--- config.mk ---
export PLATFORM = sky130hd
export DESIGN_NAME = usb_rx_packet_decoder
export DESIGN_NICKNAME = d
export VERILOG_FILES = /design/src/rtl/usb_pkg.sv /design/src/rtl/usb_crc_byte.sv /design/src/rtl/usb_rx_packet_decoder.sv
export SDC_FILE = /design/constraint.sdc
export NUM_CORES = 1
export LEC_CHECK = 0
export CORE_UTILIZATION = 40
export CTS_CLUSTER_SIZE = 25
export DETAILED_ROUTE_END_ITERATION = 8
export GPL_ROUTABILITY_DRIVEN = 0
export HOLD_SLACK_MARGIN = 0.05
export PLACE_DENSITY = 0.59
export SKIP_CTS_REPAIR_TIMING = 1
export SLEW_MARGIN = 30
export SYNTH_ARGS = -nofsm -noshare
export SYNTH_HDL_FRONTEND = slang
export SYNTH_SLANG_ARGS = --single-unit
--- constraint.sdc ---
create_clock -name clk -period 2.4 [get_ports clk]
set_input_delay 0.48 -clock clk [delete_from_list [all_inputs] [get_ports clk]]
set_output_delay 0.48 -clock clk [all_outputs]
set_load 0.02 [all_outputs]
--- src/rtl/usb_pkg.sv ---
// Shared USB receive definitions: packet classes, PID codes and CRC constants.
// CRC checking in the decoder is enabled by defining USB_RX_CRC_CHECK_EN.
package usb_pkg;

    typedef enum logic [1:0] {
        PT_SPECIAL = 2'b00,
        PT_TOKEN   = 2'b01,
        PT_HSK     = 2'b10,
        PT_DATA    = 2'b11
    } pkt_type_e;

    localparam logic [3:0] PID_OUT   = 4'h1;
    localparam logic [3:0] PID_IN    = 4'h9;
    localparam logic [3:0] PID_SETUP = 4'hD;
    localparam logic [3:0] PID_DATA0 = 4'h3;
    localparam logic [3:0] PID_DATA1 = 4'hB;
    localparam logic [3:0] PID_ACK   = 4'h2;
    localparam logic [3:0] PID_NAK   = 4'hA;
    localparam logic [3:0] PID_STALL = 4'hE;

    localparam logic [4:0]  CRC5_INIT  = 5'h1F;
    localparam logic [4:0]  CRC5_POLY  = 5'h14;
    localparam logic [4:0]  CRC5_RES   = 5'h06;
    localparam logic [15:0] CRC16_INIT = 16'hFFFF;
    localparam logic [15:0] CRC16_POLY = 16'hA001;
    localparam logic [15:0] CRC16_RES  = 16'hB001;

    // Upper nibble of a PID byte is the ones-complement of the lower nibble.
    function automatic logic pid_ok(input logic [7:0] b);
        return b[7:4] == ~b[3:0];
    endfunction

endpackage

--- src/rtl/usb_crc_byte.sv ---
// Reflected (LSB-first) CRC register updated with up to 8 bits per cycle.
// Used by the decoder only when USB_RX_CRC_CHECK_EN is defined.
module usb_crc_byte #(
    parameter int           W    = 16,
    parameter logic [W-1:0] POLY = '0,
    parameter logic [W-1:0] INIT = '1
) (
    input  logic         clk,
    input  logic         nRST,
    input  logic         init,
    input  logic         en,
    input  logic [7:0]   data,
    input  logic [3:0]   nbits,
    output logic [W-1:0] crc
);

    logic [W-1:0] nxt;

    always_comb begin
        nxt = crc;
        for (int i = 0; i < 8; i++) begin
            if (4'(i) < nbits) begin
                nxt = (nxt >> 1) ^ ((nxt[0] ^ data[i]) ? POLY : '0);
            end
        end
    end

    always_ff @(posedge clk or negedge nRST) begin
        if (!nRST) begin
            crc <= INIT;
        end else if (init) begin
            crc <= INIT;
        end else if (en) begin
            crc <= nxt;
        end
    end

endmodule

--- src/rtl/usb_rx_packet_decoder.sv ---
// USB receive packet decoder: PID check, token fields, CRC strip, status pulse.
// Define USB_RX_CRC_CHECK_EN to compute and check CRC5/CRC16 residuals.
module usb_rx_packet_decoder
    import usb_pkg::*;
#(
    parameter int MAX_PAYLOAD = 64
) (
    input  logic       clk,
    input  logic       nRST,
    input  logic [7:0] rx_data,
    input  logic       rx_valid,
    input  logic       rx_eop,
    input  logic       rx_error,
    output logic [3:0] pid,
    output logic [1:0] pkt_type,
    output logic [6:0] tok_addr,
    output logic [3:0] tok_endp,
    output logic [7:0] pay_data,
    output logic       pay_valid,
    output logic       pkt_done,
    output logic       pkt_ok,
    output logic       pid_err,
    output logic       crc_err,
    output logic       len_err
);

    typedef enum logic [2:0] {
        IDLE, TOKEN, DATA, HSK, SPECIAL, DROP
    } state_e;

    localparam int CW = $clog2(MAX_PAYLOAD + 4);
    localparam logic [CW-1:0] CMAX = CW'(MAX_PAYLOAD + 2);

    state_e state, state_n;
    logic [CW-1:0] cnt, cnt_n;
    logic [7:0] hold0, hold0_n, hold1, hold1_n;
    logic eop_q, end_pend, end_pend_n;
    logic [3:0] pid_n, tok_endp_n;
    logic [1:0] pkt_type_n;
    logic [6:0] tok_addr_n;
    logic [7:0] pay_data_n;
    logic pay_valid_n, pkt_done_n, pkt_ok_n;
    logic pid_err_n, crc_err_n, len_err_n;
    logic eop_rise, crc_init, crc_en, crc_bad, len_bad;

    assign eop_rise = rx_eop & ~eop_q;

`ifdef USB_RX_CRC_CHECK_EN
    logic [4:0]  crc5;
    logic [15:0] crc16;

    usb_crc_byte #(.W(5), .POLY(CRC5_POLY), .INIT(CRC5_INIT)) u_crc5 (
        .clk   (clk),
        .nRST  (nRST),
        .init  (crc_init),
        .en    (crc_en),
        .data  (rx_data),
        .nbits (4'd8),
        .crc   (crc5)
    );

    usb_crc_byte #(.W(16), .POLY(CRC16_POLY), .INIT(CRC16_INIT)) u_crc16 (
        .clk   (clk),
        .nRST  (nRST),
        .init  (crc_init),
        .en    (crc_en),
        .data  (rx_data),
        .nbits (4'd8),
        .crc   (crc16)
    );

    assign crc_bad = (state == TOKEN && crc5 != CRC5_RES)
                  || (state == DATA && crc16 != CRC16_RES);
`else
    logic unused_crc;
    assign unused_crc = ^{crc_init, crc_en};
    assign crc_bad = 1'b0;
`endif

    always_comb begin
        state_n     = state;
        cnt_n       = cnt;
        hold0_n     = hold0;
        hold1_n     = hold1;
        end_pend_n  = end_pend;
        pid_n       = pid;
        pkt_type_n  = pkt_type;
        tok_addr_n  = tok_addr;
        tok_endp_n  = tok_endp;
        pay_data_n  = pay_data;
        pay_valid_n = 1'b0;
        pkt_done_n  = 1'b0;
        pkt_ok_n    = pkt_ok;
        pid_err_n   = pid_err;
        crc_err_n   = crc_err;
        len_err_n   = len_err;
        crc_init    = 1'b0;
        crc_en      = 1'b0;
        len_bad     = 1'b0;

        if (state == IDLE) begin
            end_pend_n = 1'b0;
            if (rx_valid) begin
                pid_err_n = 1'b0;
                crc_err_n = 1'b0;
                len_err_n = 1'b0;
                pkt_ok_n  = 1'b0;
                cnt_n     = '0;
                if (!pid_ok(rx_data)) begin
                    pid_err_n = 1'b1;
                    state_n   = DROP;
                end else begin
                    pid_n      = rx_data[3:0];
                    pkt_type_n = rx_data[1:0];
                    crc_init   = 1'b1;
                    unique case (pkt_type_e'(rx_data[1:0]))
                        PT_TOKEN:   state_n = TOKEN;
                        PT_DATA:    state_n = DATA;
                        PT_HSK:     state_n = HSK;
                        PT_SPECIAL: state_n = SPECIAL;
                    endcase
                end
            end
        end else begin
            if (rx_error) begin
                len_err_n = 1'b1;
                state_n   = DROP;
            end else if (rx_valid && !end_pend) begin
                if (cnt != CMAX) cnt_n = cnt + 1'b1;
                case (state)
                    TOKEN: begin
                        crc_en = 1'b1;
                        if (cnt == '0) begin
                            tok_addr_n    = rx_data[6:0];
                            tok_endp_n[0] = rx_data[7];
                        end else if (cnt == CW'(1)) begin
                            tok_endp_n[3:1] = rx_data[2:0];
                        end
                    end
                    DATA: begin
                        if (cnt == CMAX) begin
                            len_err_n = 1'b1;
                            state_n   = DROP;
                        end else begin
                            crc_en  = 1'b1;
                            hold0_n = rx_data;
                            hold1_n = hold0;
                            // The two newest bytes may be CRC, so only older ones leave.
                            if (cnt >= CW'(2)) begin
                                pay_data_n  = hold1;
                                pay_valid_n = 1'b1;
                            end
                        end
                    end
                    HSK: begin
                        len_err_n = 1'b1;
                        state_n   = DROP;
                    end
                    default: ;
                endcase
            end

            // A byte arriving with the EOP edge is absorbed first; verdict next cycle.
            if (eop_rise && rx_valid) begin
                end_pend_n = 1'b1;
            end else if (eop_rise || end_pend) begin
                if (state == TOKEN && cnt != CW'(2)) len_bad = 1'b1;
                if (state == DATA && cnt < CW'(2)) len_bad = 1'b1;
                len_err_n  = len_err_n | len_bad;
                crc_err_n  = crc_err_n | crc_bad;
                pkt_ok_n   = !(pid_err_n | crc_err_n | len_err_n);
                pkt_done_n = 1'b1;
                end_pend_n = 1'b0;
                state_n    = IDLE;
            end
        end
    end

    always_ff @(posedge clk or negedge nRST) begin
        if (!nRST) begin
            state     <= IDLE;
            cnt       <= '0;
            hold0     <= '0;
            hold1     <= '0;
            eop_q     <= 1'b0;
            end_pend  <= 1'b0;
            pid       <= '0;
            pkt_type  <= '0;
            tok_addr  <= '0;
            tok_endp  <= '0;
            pay_data  <= '0;
            pay_valid <= 1'b0;
            pkt_done  <= 1'b0;
            pkt_ok    <= 1'b0;
            pid_err   <= 1'b0;
            crc_err   <= 1'b0;
            len_err   <= 1'b0;
        end else begin
            state     <= state_n;
            cnt       <= cnt_n;
            hold0     <= hold0_n;
            hold1     <= hold1_n;
            eop_q     <= rx_eop;
            end_pend  <= end_pend_n;
            pid       <= pid_n;
            pkt_type  <= pkt_type_n;
            tok_addr  <= tok_addr_n;
            tok_endp  <= tok_endp_n;
            pay_data  <= pay_data_n;
            pay_valid <= pay_valid_n;
            pkt_done  <= pkt_done_n;
            pkt_ok    <= pkt_ok_n;
            pid_err   <= pid_err_n;
            crc_err   <= crc_err_n;
            len_err   <= len_err_n;
        end
    end

endmodule

* After elaboration in Yosys (flattened, before gate mapping) *
Index checks and enable logic that the tools add are counted.

storage, ports and cells
  flip-flop bits (word level) = 58
  input port bits = 13
  output and inout bits = 31

operators by class
  add/subtract/negate cells = 1
  order comparisons = 2
  equal/unequal tests = 14
  mux-type cells = 45
  bitwise logic cells = 9
  reduce and logical (&&, ||, !) cells = 22

operators by type and width
  operator               count
  $mux W7                5
  $mux W1                29
  $mux W3                8
  $pmux W3 S4            1
  $reduce_and A6 Y1      2
  $reduce_and A5 Y1      2
  $add A7 B1 Y7 const B  1
  $eq A7 B1 Y1 const B   1
  $eq A7 B7 Y1 const B   1
  $ge A7 B2 Y1 const B   1
  $logic_not A7 Y1       1
  $lt A7 B2 Y1 const B   1
  $ne A7 B2 Y1 const B   1
  $ne A7 B7 Y1 const B   1
  $eq A3 B2 Y1 const B   2
  $pmux W3 S2            1
  $reduce_and A3 Y1      2
  $reduce_bool A2 Y1     3
  $not A1 Y1             5
  $eq A2 B2 Y1 const B   2
  $eq A4 B4 Y1           1
  $logic_and A1 B1 Y1    4
  $ne A2 B2 Y1 const B   2
  $not A4 Y4             1
  13 further kinds       15

* Depth between registers and ports, before layout *
Gate-level depths: netlist (run 1).

  word-level depth = 13
  mapped depth = 8
  gate-level depth less buffers = 6

* Least setup slack after synthesis (run 1) *
No wires, ideal clock.

  kind = register to register
  start = register cnt[0]
  end = register pay_data[0]
  setup time = 0.125 ns
  arrival = 2.010 ns
  path slack = 0.265 ns
  stages on the path, launching flop included = 8
  buffers on the path = 1
  cell sequence = dfrtp_1 inv_1 ha_1 and3_1 or3b_1 buf_4 nor2_8 mux2_4

on the way
  longest elaborated chain between the ends = 3
  elaborated cells on any way between the ends = 4

ends and longest elaborated chain
  item                                                                  line                          source
  start: declaration                                                    usb_rx_packet_decoder.sv:35   logic [CW-1:0] cnt, cnt_n;
  start signal: assignment                                              usb_rx_packet_decoder.sv:200  cnt <= cnt_n;
  parallel branches: the longest is 2 deep, another holds $ge A7 B2 Y1  --
  $reduce_and A6 Y1 (no line) *                                         --
  end signal: assignment                                                usb_rx_packet_decoder.sv:209  pay_data <= pay_data_n;
  end: declaration                                                      usb_rx_packet_decoder.sv:18   output logic [7:0] pay_data,

Every way passes the cells marked *.
A chain may end at the register's enable or synchronous reset.

* Worst setup path after layout (run 1) *
  start = input port rx_valid
  end = register pay_data[5]

on the way
  longest elaborated chain between the ends = 2

ends and longest elaborated chain
  item                         line                          source
  start: declaration           usb_rx_packet_decoder.sv:11   input logic rx_valid,
  $logic_and A1 B1 Y1          usb_rx_packet_decoder.sv:128  end else if (rx_valid && !end_pend) begin
  $reduce_and A6 Y1 (no line)  --

No other way between the ends.

==> flow_summary.json, run 1 <==
{
  "nets": 271,
  "final_area_sq_um": 3213,
  "setup_viol": 0,
  "yosysMostFrequentCell": "dfrtp_1",
  "hold_viol_final": 0,
  "fp.dieW_um": 81.47,
  "synth_top_area_share_pct": 55.47,
  "cts_root_buf": "clkbuf_8",
  "syn_inst": 191,
  "place_inst": 319,
  "clk_path_buf_depth": 2,
  "cp.required_ps": 2600,
  "routed_wl_um": 4808,
  "vias_per_cell": 5.098,
  "grt_overflow": 0,
  "synth_enable_flop_cells": 0,
  "grt_setup_unrepaired": "false",
  "seqCellArea_sq_um": 1401,
  "crit_type": "in -> reg",
  "dp_hpwl_um": 3535,
  "yosys_warnings": 0,
  "multi_input_area_sq_um": 1065,
  "synth-seq-cells": 56,
  "p_per_area_nw_per_um2": 915.1,
  "finalClockSkew_ps": 16.25,
  "grt_util_met1_pct": 22.91,
  "grt.busiest_layer": "met2",
  "ant_nets": 0,
  "startpoint_type": "primary input",
  "status": "finished clean",
  "grtUsageMet2_pct": 23.83,
  "cts.clk_slew.worst_paths_ps": 110,
  "io_pins": 44,
  "grt_pass1_vias": 1567,
  "cp_max_fo": 9,
  "grt_pass1_wl_um": 7803,
  "drive_above_1_share_pct": 26.98,
  "io_buffers": 42,
  "relSlewSlack_pct": 56.98,
  "power_mw": 2.940,
  "placed_area_sq_um": 3127,
  "clock_latency_ps": 310,
  "fin_cells": 327,
  "fin_ws_ps": 201.3,
  "cts_max_level": 2,
  "drc": 0,
  "syn_area_sq_um": 2526,
  "wl_per_cell_um": 14.70,
  "synthFlopType": "dfrtp_1",
  "cap_violations": 0,
  "start_util_pct": 42.17,
  "tns_ps": 0,
  "insertedDiodeCount": 0,
  "cts_sinks": 56,
  "fin_crit_ps": 2199,
  "hp-class": "in -> async",
  "fillCellCount": 534,
  "cp.arrival_ps": 2400,
  "grt.total_usage_pct": 16.14,
  "synth.distinct_cells": 42,
  "grt_max_degree": 30,
  "rrSetupSlack_ps": 230,
  "end_kind": "flop",
  "synthArstFlopShare_pct": 100.0,
  "synth_largest_area_cell": "dfrtp_1",
  "die_height_um": 81.47,
  "clock.fmax_mhz": 454.8,
  "synth_fp_nets": 211,
  "whs_ps": 182.4,
  "design.die.area_sq_um": 6637,
  "cts_inserted_buffers": 5,
  "worst_pin_slew_ps": 645.3,
  "firstDrtPassIters": 4,
  "synthTopCellsByArea": "dfrtp_1 (55%), mux2_2 (12%), mux2_4 (4.8%)",
  "min_period_over_period_pct": 91.61,
  "cellLeakagePower_nw": 1.506,
  "num_rows": 28,
  "area_growth_pct": 27.19,
  "synth_commonest_cells": "dfrtp_1 (56), mux2_2 (27), o21ai_0 (12)",
  "yosysSeqAreaShare_pct": 55.47,
  "pre_cts_slack_ps": -133.3,
  "grt_use_met3_pct": 3.556,
  "final_util_pct": 53.63,
  "syn_area_per_cell_sq_um": 13.23,
  "route.vias.total": 1667,
  "worst_ir_drop_vdd_mv": 0.5662,
  "core_sq_um": 5991,
  "drt-initial-drc-count": 103,
  "slew_viol_final": 0,
  "cts_tree": "done",
  "antenna_found_initial": 0
}
## state kept, by name, indices dropped and copies added (netlist names)
name	cells
eop_q	1
tok_endp	4
pkt_done	1
state	3
pid	4
hold0	8
tok_addr	7
pay_valid	1
end_pend	1
len_err	1
pid_err	1
pkt_ok	1
pay_data	8
hold1	8
cnt	7
## per-layer routing
layer	wire length, um	part of all wire (%)
met4	63	1.3
met3	152	3.2
met1	2402	50
met5	0	0
met2	2188	46
## cell families after synthesis
family                   after synthesis  synth area share [%]
AO/OA/AOI/OAI                         23                 5.795
XOR/XNOR                               6                 2.080
adder cells (fa/ha/maj)                7                 3.467
buffers and inverters                 10                 2.378
flip-flops                            56                 55.47
multiplexers                          37                 17.58
other                                  1                0.1484
AND/OR/NAND/NOR                       51                 13.08
## worst paths after layout
check	from	end	cells after the start
min in group clk	hold0[1]	hold0[1]	2
worst max register to register	cnt[3]	hold1[6]	5
max in group asynchronous	nRST	cnt[1]	2
worst min register to register	hold0[1]	hold0[1]	2
worst min-delay path	nRST	hold1[4]	1
worst max-delay path	rx_valid	pay_data[5]	6
## critical path, cell delays in order
cell             delay (ps)
clkdlybuf4s50_1         500
nor3b_1                 230
and2_1                  170
or3b_1                  440
nor2_8                  250
mux2_4                  320
## power by group
group,leakage (nW),switching (mW),total [mW],internal [mW]
clock,0.0456,0.309,0.518,0.209
sequential,0.745,0.145,1.28,1.13
combinational,0.716,0.572,1.15,0.573
## area by class of cell
| type | instances | area share, % |
|---|---|---|
| Multi-Input combinational cell | 125 | 33.14 |
| Tap cell | 75 | 2.921 |
| Clock inverter | 2 | 0.4283 |
| Sequential cell | 56 | 43.61 |
| Timing Repair Buffer | 58 | 17.06 |
| Inverter | 5 | 0.5841 |
| Clock buffer | 6 | 2.259 |
## cells in the final DEF, fill, tap and decap left out, types with 5 or more instances in the layout
master           synthesis  layout
o21ai_0                 12      12
mux2_4                   8       8
clkdlybuf4s50_1          0      41
xor2_1                   6       6
clkbuf_8                 0       5
nand2_1                 11      11
nand4_1                  5       5
dfrtp_1                 56      56
mux2_2                  27      27
nor2_1                   6       6
ha_1                     7       7
inv_1                    5       5
buf_4                    4      15
No activity file was read; power rests on OpenSTA's default activity.
==> inputs of run 2 (changes only) <==
GPL_ROUTABILITY_DRIVEN = default   (was 0)
==> results of run 2 <==
Final layout, timing and power as in run 1 (identical DEF).
==> inputs of run 3 (changes only) <==
CORE_MARGIN = 3   (was default)
==> run 3 against run 2 <==
Compared with the run above:
- critical path depth unchanged
- global-route usage decreased by 1.7 points
- utilization decreased by 0.56 points
- sequential share of layout area increased by 0.20 points
- maximum frequency increased by 0.68%
- register-to-register slack improved by 20 ps
- design area decreased by 0.47%
- routed wire length about the same
- first-iteration DRC count decreased by 45%
- critical path type unchanged
- largest cell class unchanged
- largest power group unchanged
==> flow_summary.json, run 3 (same netlist as run 1, synthesis figures left out) <==
{
  "cp.arrival_ps": 2390,
  "clock_latency_ps": 310,
  "end_kind": "flop",
  "drt-initial-drc-count": 57,
  "fin_crit_ps": 2184,
  "cts_max_level": 2,
  "area_growth_pct": 26.60,
  "final_cell_mix": "dfrtp_1 (56), clkdlybuf4s50_1 (41), mux2_2 (27), o21ai_0 (12), buf_4 (12)",
  "cts.clk_slew.worst_paths_ps": 110,
  "grt_overflow": 0,
  "ant_nets": 0,
  "rrSetupSlack_ps": 250,
  "hp-class": "in -> async",
  "r2r_cells": 5,
  "drc": 0,
  "status": "finished clean",
  "startpoint_type": "primary input",
  "grt_util_met1_pct": 21.01,
  "worstReg2RegEnd": "hold1[0]",
  "start_util_pct": 41.92,
  "setup_viol": 0,
  "vias_per_cell": 4.991,
  "io_buffers": 42,
  "hold_viol_final": 0,
  "design.die.area_sq_um": 7305,
  "insertedDiodeCount": 0,
  "grt_max_degree": 30,
  "cts_inserted_buffers": 5,
  "io_pins": 44,
  "cts_root_buf": "clkbuf_8",
  "num_rows": 28,
  "crit_type": "in -> reg",
  "p_per_area_nw_per_um2": 922.2,
  "grtUsageMet2_pct": 21.12,
  "drive_above_1_share_pct": 26.51,
  "cp_max_fo": 9,
  "layout_commonest_cell": "dfrtp_1",
  "relSlewSlack_pct": 56.89,
  "antenna_found_initial": 0,
  "firstDrtPassIters": 2,
  "grt_pass1_vias": 1687,
  "largestRegisters": "hold0 (8), hold1 (8), pay_data (8)",
  "grt_setup_unrepaired": "false",
  "cap_violations": 0,
  "wl_per_cell_um": 14.84,
  "min_period_over_period_pct": 90.99,
  "worst_ir_drop_vdd_mv": 0.5330,
  "worstReg2RegStart": "cnt[3]",
  "cp.required_ps": 2610,
  "cts_sinks": 56,
  "clk_path_buf_depth": 2,
  "nets": 268,
  "slew_viol_final": 0,
  "fin_cells": 324,
  "grt.busiest_layer": "met2",
  "routed_wl_um": 4807,
  "power_mw": 2.949,
  "worst_pin_slew_ps": 646.6,
  "cellLeakagePower_nw": 1.491,
  "place_inst": 316,
  "route.vias.total": 1617,
  "place.gp.congestion": 0.8647,
  "die_height_um": 85.47,
  "grt_use_met3_pct": 3.495,
  "cts_tree": "done",
  "dp_hpwl_um": 3637,
  "clock.fmax_mhz": 457.9,
  "core_sq_um": 6026,
  "grt.total_usage_pct": 14.43,
  "grt_pass1_wl_um": 8286,
  "fp.dieW_um": 85.47,
  "finalClockSkew_ps": 7.498,
  "fillCellCount": 534
}
[run 3: changes by cell type in the layout (fill, tap and decap cells not counted), sizes merged]
cell | previous run | this run
clkbuf | 6 | 5
clkinv | 1 | 0
inv | 6 | 7
buf | 17 | 14
clkinvlp | 0 | 1
[run 3: critical path, cell delays in order]
cell and delay (ps):
clkdlybuf4s50_1 490, nor3b_1 230, and2_1 170, or3b_1 440
nor2_8 250, mux2_4 330
[run 3: report_power, final]
| part | internal, mW | leakage, nW | switching [mW] | total [mW] |
|---|---|---|---|---|
| Clock | 0.214 | 0.0452 | 0.325 | 0.538 |
| Combinational | 0.565 | 0.701 | 0.566 | 1.13 |
| Sequential | 1.13 | 0.745 | 0.149 | 1.28 |
[run 3: routing by layer]
layer / vias to the layer above / wire, um
met5: - / 0
met4: 0 / 75
met3: 8 / 144
met2: 28 / 2122
met1: 779 / 2465
li1: 802 / -
[run 3: how the worst max path moves through the flow]
stage                  start           to  slack, ps  cells after the start
floorplan             cnt[0]  pay_data[0]        260                      7
global placement    rx_valid  pay_data[7]        -90                      6
detailed placement  rx_valid  pay_data[0]       -130                      6
CTS                 rx_valid  pay_data[0]        210                      6
global route          cnt[3]     hold0[2]         70                      5
finish              rx_valid  pay_data[0]        220                      6
[run 3: layout make-up]
class,count,area [sq um],share of cell area [%]
flip-flops and latches,56,1401,43.82
multi-input cells,125,1065,33.29
repair buffers,55,525.5,16.43
well taps,75,93.84,2.934
clock buffers,5,68.82,2.152
clock inverters,3,25.02,0.7825
inverters,5,18.77,0.5869
[run 3: metrics by stage]
stage | area (sq um) | TNS (ps) | worst slack (ps) | hold slack (ps) | utilization [%]
floorplan | 2526 | 0 | 264.6 | 184.4 | -
global placement | 3104 | -1932 | -92.90 | 462.3 | 51.52
detailed placement | 3104 | -2458 | -128.7 | 479.0 | 51.52
CTS | 3198 | 0 | 213.5 | 188.3 | 53.07
global route | 3198 | 0 | 65.95 | 210.4 | 53.07
finish | 3198 | 0 | 216.2 | 177.9 | 53.07
